===== config.mk =====
export PLATFORM = sky130hd
export DESIGN_NAME = uart_tx
export DESIGN_NICKNAME = d
export VERILOG_FILES = /design/src/rtl/uart_tx.sv
export SDC_FILE = /design/constraint.sdc
export NUM_CORES = 1
export LEC_CHECK = 0
export ABC_AREA = 0
export CAP_MARGIN = 10
export CORE_UTILIZATION = 54
export DETAILED_ROUTE_END_ITERATION = 6
export PLACE_DENSITY = 0.85
export SLEW_MARGIN = 20
export SYNTH_ARGS = -nofsm -noshare
export SYNTH_HDL_FRONTEND = slang
export SYNTH_SLANG_ARGS = --single-unit

===== constraint.sdc =====
create_clock -name i_clk -period 2.05 [get_ports i_clk]
set_clock_uncertainty 0.1 [all_clocks]
set_input_delay 0.5125 -clock i_clk [delete_from_list [all_inputs] [get_ports i_clk]]
set_output_delay 0.5125 -clock i_clk [all_outputs]
set_load 0.005 [all_outputs]

===== src/rtl/uart_tx.sv =====
// UART transmitter: start, WORD_WIDTH data bits LSB first, optional odd parity, one stop bit.
// Optional parity bit is compiled in by defining UART_TX_PARITY_EN; SYSFREQ gives the clock in Hz.
`ifndef SYSFREQ
`define SYSFREQ 18432000
`endif

module uart_tx #(
  parameter int WORD_WIDTH   = 8,
  parameter int OVERSAMPLING = 16,
  parameter int BAUD_RATE    = 115200
) (
  input  logic                  i_clk,
  input  logic                  i_rst_n,
  input  logic                  i_wr_valid,
  input  logic [WORD_WIDTH-1:0] i_wr_data,
  output logic                  o_wr_ready,
  output logic                  o_dout,
  output logic                  o_busy
);

  localparam int DIV_RAW = `SYSFREQ / (BAUD_RATE * OVERSAMPLING);
  localparam int DIV     = (DIV_RAW < 1) ? 1 : DIV_RAW;
  localparam int DIV_W   = (DIV > 1) ? $clog2(DIV) : 1;
  localparam int OS_W    = (OVERSAMPLING > 1) ? $clog2(OVERSAMPLING) : 1;
  localparam int IDX_W   = (WORD_WIDTH > 1) ? $clog2(WORD_WIDTH) : 1;

  localparam logic [2:0] IDLE   = 3'd0;
  localparam logic [2:0] START  = 3'd1;
  localparam logic [2:0] DATA   = 3'd2;
`ifdef UART_TX_PARITY_EN
  localparam logic [2:0] PARITY = 3'd3;
`endif
  localparam logic [2:0] STOP   = 3'd4;

  logic [2:0]            state;
  logic [DIV_W-1:0]      div_cnt;
  logic [OS_W-1:0]       os_cnt;
  logic [IDX_W-1:0]      bit_idx;
  logic [WORD_WIDTH-1:0] shreg;
  logic [WORD_WIDTH-1:0] shifted;
  logic                  dout;
  logic                  tick;
  logic                  period_end;
  logic                  accept;
`ifdef UART_TX_PARITY_EN
  logic                  parity;
`endif

  // Counters are held at zero in IDLE, so every frame starts on a fresh bit period.
  assign tick       = (state != IDLE) && (div_cnt == DIV_W'(DIV - 1));
  assign period_end = tick && (os_cnt == OS_W'(OVERSAMPLING - 1));
  assign accept     = i_wr_valid && (state == IDLE);
  assign shifted    = shreg >> 1;

  assign o_wr_ready = (state == IDLE);
  assign o_busy     = (state != IDLE);
  assign o_dout     = dout;

  always_ff @(posedge i_clk or negedge i_rst_n) begin
    if (!i_rst_n) begin
      state   <= IDLE;
      div_cnt <= '0;
      os_cnt  <= '0;
      bit_idx <= '0;
      shreg   <= '0;
      dout    <= 1'b1;
`ifdef UART_TX_PARITY_EN
      parity  <= 1'b0;
`endif
    end else if (state == IDLE) begin
      div_cnt <= '0;
      os_cnt  <= '0;
      if (accept) begin
        shreg <= i_wr_data;
        state <= START;
        dout  <= 1'b0;
`ifdef UART_TX_PARITY_EN
        parity <= ~(^i_wr_data);
`endif
      end
    end else begin
      div_cnt <= tick ? '0 : div_cnt + 1'b1;
      if (tick) begin
        os_cnt <= period_end ? '0 : os_cnt + 1'b1;
      end
      // The line register is loaded with the value of the state being entered.
      if (period_end) begin
        case (state)
          START: begin
            state <= DATA;
            dout  <= shreg[0];
          end
          DATA: begin
            shreg <= shifted;
            if (bit_idx == IDX_W'(WORD_WIDTH - 1)) begin
              bit_idx <= '0;
`ifdef UART_TX_PARITY_EN
              state   <= PARITY;
              dout    <= parity;
`else
              state   <= STOP;
              dout    <= 1'b1;
`endif
            end else begin
              bit_idx <= bit_idx + 1'b1;
              dout    <= shifted[0];
            end
          end
`ifdef UART_TX_PARITY_EN
          PARITY: begin
            state <= STOP;
            dout  <= 1'b1;
          end
`endif
          STOP: begin
            state <= IDLE;
            dout  <= 1'b1;
          end
          default: begin
            state <= IDLE;
            dout  <= 1'b1;
          end
        endcase
      end
    end
  end

endmodule

Word-level counts from Yosys, hierarchy flattened
Cells that the tools add are included.
{"block": "op_classes", "add_sub_neg": 3, "n_eq_ne": 7, "muxes": 20, "n_bitwise": 1, "reduce_logical": 12}
{"op": "$mux 8", "count": 4}
{"op": "$mux 4", "count": 5}
{"op": "$mux 3", "count": 5}
{"op": "$reduce_and 3->1", "count": 3}
{"op": "$add 4x1->4 const B", "count": 2}
{"op": "$eq 4x4->1 const B", "count": 2}
{"op": "$pmux 3 s2", "count": 1}
{"op": "$reduce_bool 2->1", "count": 3}
{"op": "$mux 1", "count": 4}
{"op": "$add 3x1->3 const B", "count": 1}
{"op": "$eq 3x1->1 const B", "count": 1}
{"op": "$eq 3x2->1 const B", "count": 1}
{"op": "$eq 3x3->1 const B", "count": 1}
{"op": "$logic_and 1x1->1", "count": 3}
{"op": "$logic_not 3->1", "count": 1}
{"op": "$ne 3x3->1 const B", "count": 1}
{"op": "$reduce_bool 3->1", "count": 1}
{"op": "$ne 2x1->1 const B", "count": 1}
{"op": "$pmux 1 s2", "count": 1}
{"op": "$reduce_and 2->1", "count": 1}
{"op": "$not 1->1", "count": 1}
{"block": "totals", "reg_bits": 23, "in_bits": 11, "out_inout_bits": 3, "wordCells": 49}

Depth between registers and ports, before layout
{"block": "logic_depth", "word_depth": 6, "ltp_mapped": 5, "ltp_nobuf": 5}

Worst setup path before layout
Ideal clock, no wire load.
{"block": "synth_path", "path_kind": "register to output", "start": "register state[0]", "end": "output o_busy", "t_arrival_ps": 983, "required_ps": 1437, "slack_ps": 454, "stages_incl_launch_ff": 4, "n_path_buf": 1, "path_cell_list": "dfrtp_1 > buf_6 > nor3_2 > inv_1"}
{"block": "synth_between", "elab_chain_len": 1}
{"element": "start: declaration", "line_no": "35", "rtl": "logic [2:0] state;"}
{"element": "start signal: assignment", "line_no": "61", "rtl": "state <= IDLE;"}
{"element": "start signal: assignment", "line_no": "75", "rtl": "state <= START;"}
{"element": "start signal: assignment", "line_no": "90", "rtl": "state <= DATA;"}
{"element": "$reduce_bool 3->1", "line_no": "56", "rtl": "assign o_busy = (state != IDLE);"}
{"element": "end: declaration", "line_no": "18", "rtl": "output logic o_busy"}
Every way passes these cells.

Final worst setup path
{"block": "layout_path", "start": "register dout (netlist: o_dout)", "end": "output o_dout"}
{"element": "start: declaration", "line_no": "41", "rtl": "logic dout;"}
{"element": "start signal: assignment", "line_no": "91", "rtl": "dout <= shreg[0];"}
{"element": "start signal: assignment", "line_no": "106", "rtl": "dout <= shifted[0];"}
{"element": "end: declaration", "line_no": "17", "rtl": "output logic o_dout,"}
No word-level cell between the ends.

==> results.toml <==
[yosys]
synth_edf_count = 0
ys_types = 39
syn-instance-count = 106
ys_seq_elements = 23
synth.avg_cell_area_um2 = 11.6
synth_area_leader_cell = "dfrtp_1"
yosysWarnings = 0
synth_common_cells = "22 x dfrtp_1, 7 x nand2b_1, 7 x nor2_1, 7 x o221a_2"
yosysSeqAreaShare_pct = 47.1
post-synth-top-count-cell = "dfrtp_1"
ys.flop_type = "dfrtp_1"
synth.net_count = 122
async_flop_share_pct = 100
synth.area.top_cells = "dfrtp_1 45%, o221a_2 6.4%, ha_1 5.1%"
synth_top_area_share_pct = 44.9
syn_area_mm2 = 0.00122

[clocking]
clock_latency_ps = 310
ctsRootBufferMaster = "clkbuf_4"
clock_path_buffers = 2
cts_tree = "done"
cts_max_level = 1
cts.sinks = 23
cts_hold_buf = 0
cts_made_buffers = 3
clkSlewWorstSetupHoldPaths_ps = 120

[job]
maxCapViolations = 0

[power]
p_per_area_mw_per_mm2 = 817
comb_power_share_pct = 25.3
p_int_mw = 0.809
sequentialPowerShare_pct = 56.6
power_frac_clock_pct = 18.1
vdd_drop_max_uv = 535
p_sw_mw = 0.371
switching_share_pct = 31.4
p_total_mw = 1.18
power_leakage_nw = 0.623

[floorplanning]
core_mm2 = 0.00204
row_count = 16
die_y_um = 49.6
die_width_um = 49.6
ioPinCount = 14
initial_core_util_pct = 60.0
dieArea_mm2 = 0.00246

[placed_design]
gp_congestion = 0.798
place_ws_ps = 59.1
port_buffers = 13
hpwlAfterDp_mm = 1.75

[route]
drtIter0Drc = 20
viasPerCell = 5.68
dr.pass1.iters = 4
final_antenna_net_count = 0
drcViolationCount = 0
wl_mm = 2.41
avgRoutedWirePerCell_um = 15.7
vias = 875

[worst_setup_path]
path_max_fanout = 2
worstRegToRegCells = 5
reg2reg_slack_ps = 270
end_kind = "output pin"
path_class = "flip-flop to output pin"
crit_family = "flip-flops"
r2r_end = "o_dout$_DFFE_PN1P_"
required_ps = 1440
crit_path_start = "o_dout$_DFFE_PN1P_"
crit_path_start_kind = "flip-flop"
path_buf_inv = 1
r2r-start = "div_cnt[1]$_DFF_PN0_"
critical_path.slowest_cell = "dfstp_2"
crit_arrival_ps = 1370
crit_path_max_incr_delay_ps = 560
crit_chain = "clkdlybuf4s50_1"

[timing]
finalCritPeriodShare_pct = 96.6
drv_slew = 0
slew_headroom_pct = 75.0
fin_ws_ps = 70.3
worst_pin_slew_ps = 373
finalCriticalPeriod_ps = 1980
finalSetupViolations = 0
finalHoldViolations = 0
rsz0062_at_grt = "no"
tns_ps = 0
fmax_mhz = 505

[layout]
n_antenna_cell = 0
drive_gt1_share_pct = 22.8
area_delta_synth_final_pct = 17.9
nets = 144
post-route-util_pct = 70.7
fill_cells = 168

[global_routing]
grt_max_degree = 24
grt_first_pass_wirelength_mm = 4.17
grtUsageTotal_pct = 23.2
grt_pass1_vias = 935
overflow = 0
antenna_found_initial = 0

[status]
outcome = "complete, no violations"

[hold_path]
hold_path.class = "input port to async pin"
==> placed cells by master (no fill, tap or decap), drive strengths merged <==
cell type and instances:
a21o 1, nor3 3, nand2 5, and3b 2, nand3 2, nor2 7, inv 3, dfrtp 22
nor4b 2, nor3b 2, mux2 4, buf 7, mux2i 1, nand4b 2, clkbuf 4, clkdlybuf4s50 11
nor2b 3, dlygate4sd2 2, nand3b 1, nand2b 7, a21oi 4, ha 5, o211ai 2, o21ai 5
a31o 1, and3 1, a31oi 1, or3 2, a21boi 1, o221a 7, o21bai 1, o31ai 1
dfstp 1, xor2 1, xnor2 1, or3b 1, o41ai 1
==> cells by family (layout without fill, tap and decap cells) <==
group | Yosys count | in the layout | share of synthesized area [%]
mux | 5 | 5 | 4.49
flops | 23 | 23 | 47.1
xor+xnor | 2 | 2 | 1.43
fa+ha+maj | 5 | 5 | 5.11
buf+inv | 6 | 27 | 3.17
simple gates | 40 | 40 | 22.2
compound gates | 25 | 25 | 16.5
==> layer usage <==
metal	vias up	part of all wire [%]	track usage (%)
li1	435	-	-
met1	427	45	27.3
met2	11	51	40.5
met3	2	3.2	6.48
met4	0	0.66	7.62
met5	-	0	0
==> worst max-delay path by stage <==
stage	endpoint	slack, ps	cells after the start
finish	o_dout	70	1
floorplan	o_busy	450	3
global placement	shreg[5]$_DFFE_PN0P_	130	5
global route	o_wr_ready	20	3
CTS	o_dout	60	1
detailed placement	shreg[1]$_DFFE_PN0P_	60	5
==> registers in the layout, summed over array words and instances, names as in the netlist <==
name     cells
bit_idx      3
div_cnt      4
o_dout       1
os_cnt       4
shreg        8
state        3
==> timing repair <==
item,4_1_cts,5_1_grt
endpoints found under the hold margin,0,0
gates resized for setup,3,0
endpoints found under the setup margin,2,0
buffers inserted,1,0
==> area by class of cell <==
class                   instances  area, um^2  share of cell area (%)
flip-flops and latches         23         577                    39.9
well taps                      27        33.8                    2.34
repair buffers                 20         180                    12.5
clock buffers                   4        26.3                    1.82
multi-input cells              77         616                    42.6
inverters                       3        11.3                   0.780
==> through the flow <==
step	hold slack [ps]	area (um^2)	cells
floorplan	117	1220	106
global placement	392	1410	149
detailed placement	409	1410	149
CTS	429	1440	154
global route	458	1440	154
finish	428	1440	154
==> power groups by stage <==
stage	clock network, mW	logic, mW	registers [mW]
2_1_floorplan	0	0.226	0.637
3_3_place_gp	0	0.282	0.659
3_5_place_dp	0	0.303	0.674
4_1_cts	0.220	0.302	0.667
5_1_grt	0.235	0.336	0.683
6_report	0.213	0.299	0.668
Note: power is estimated with default switching activity, not from simulation.
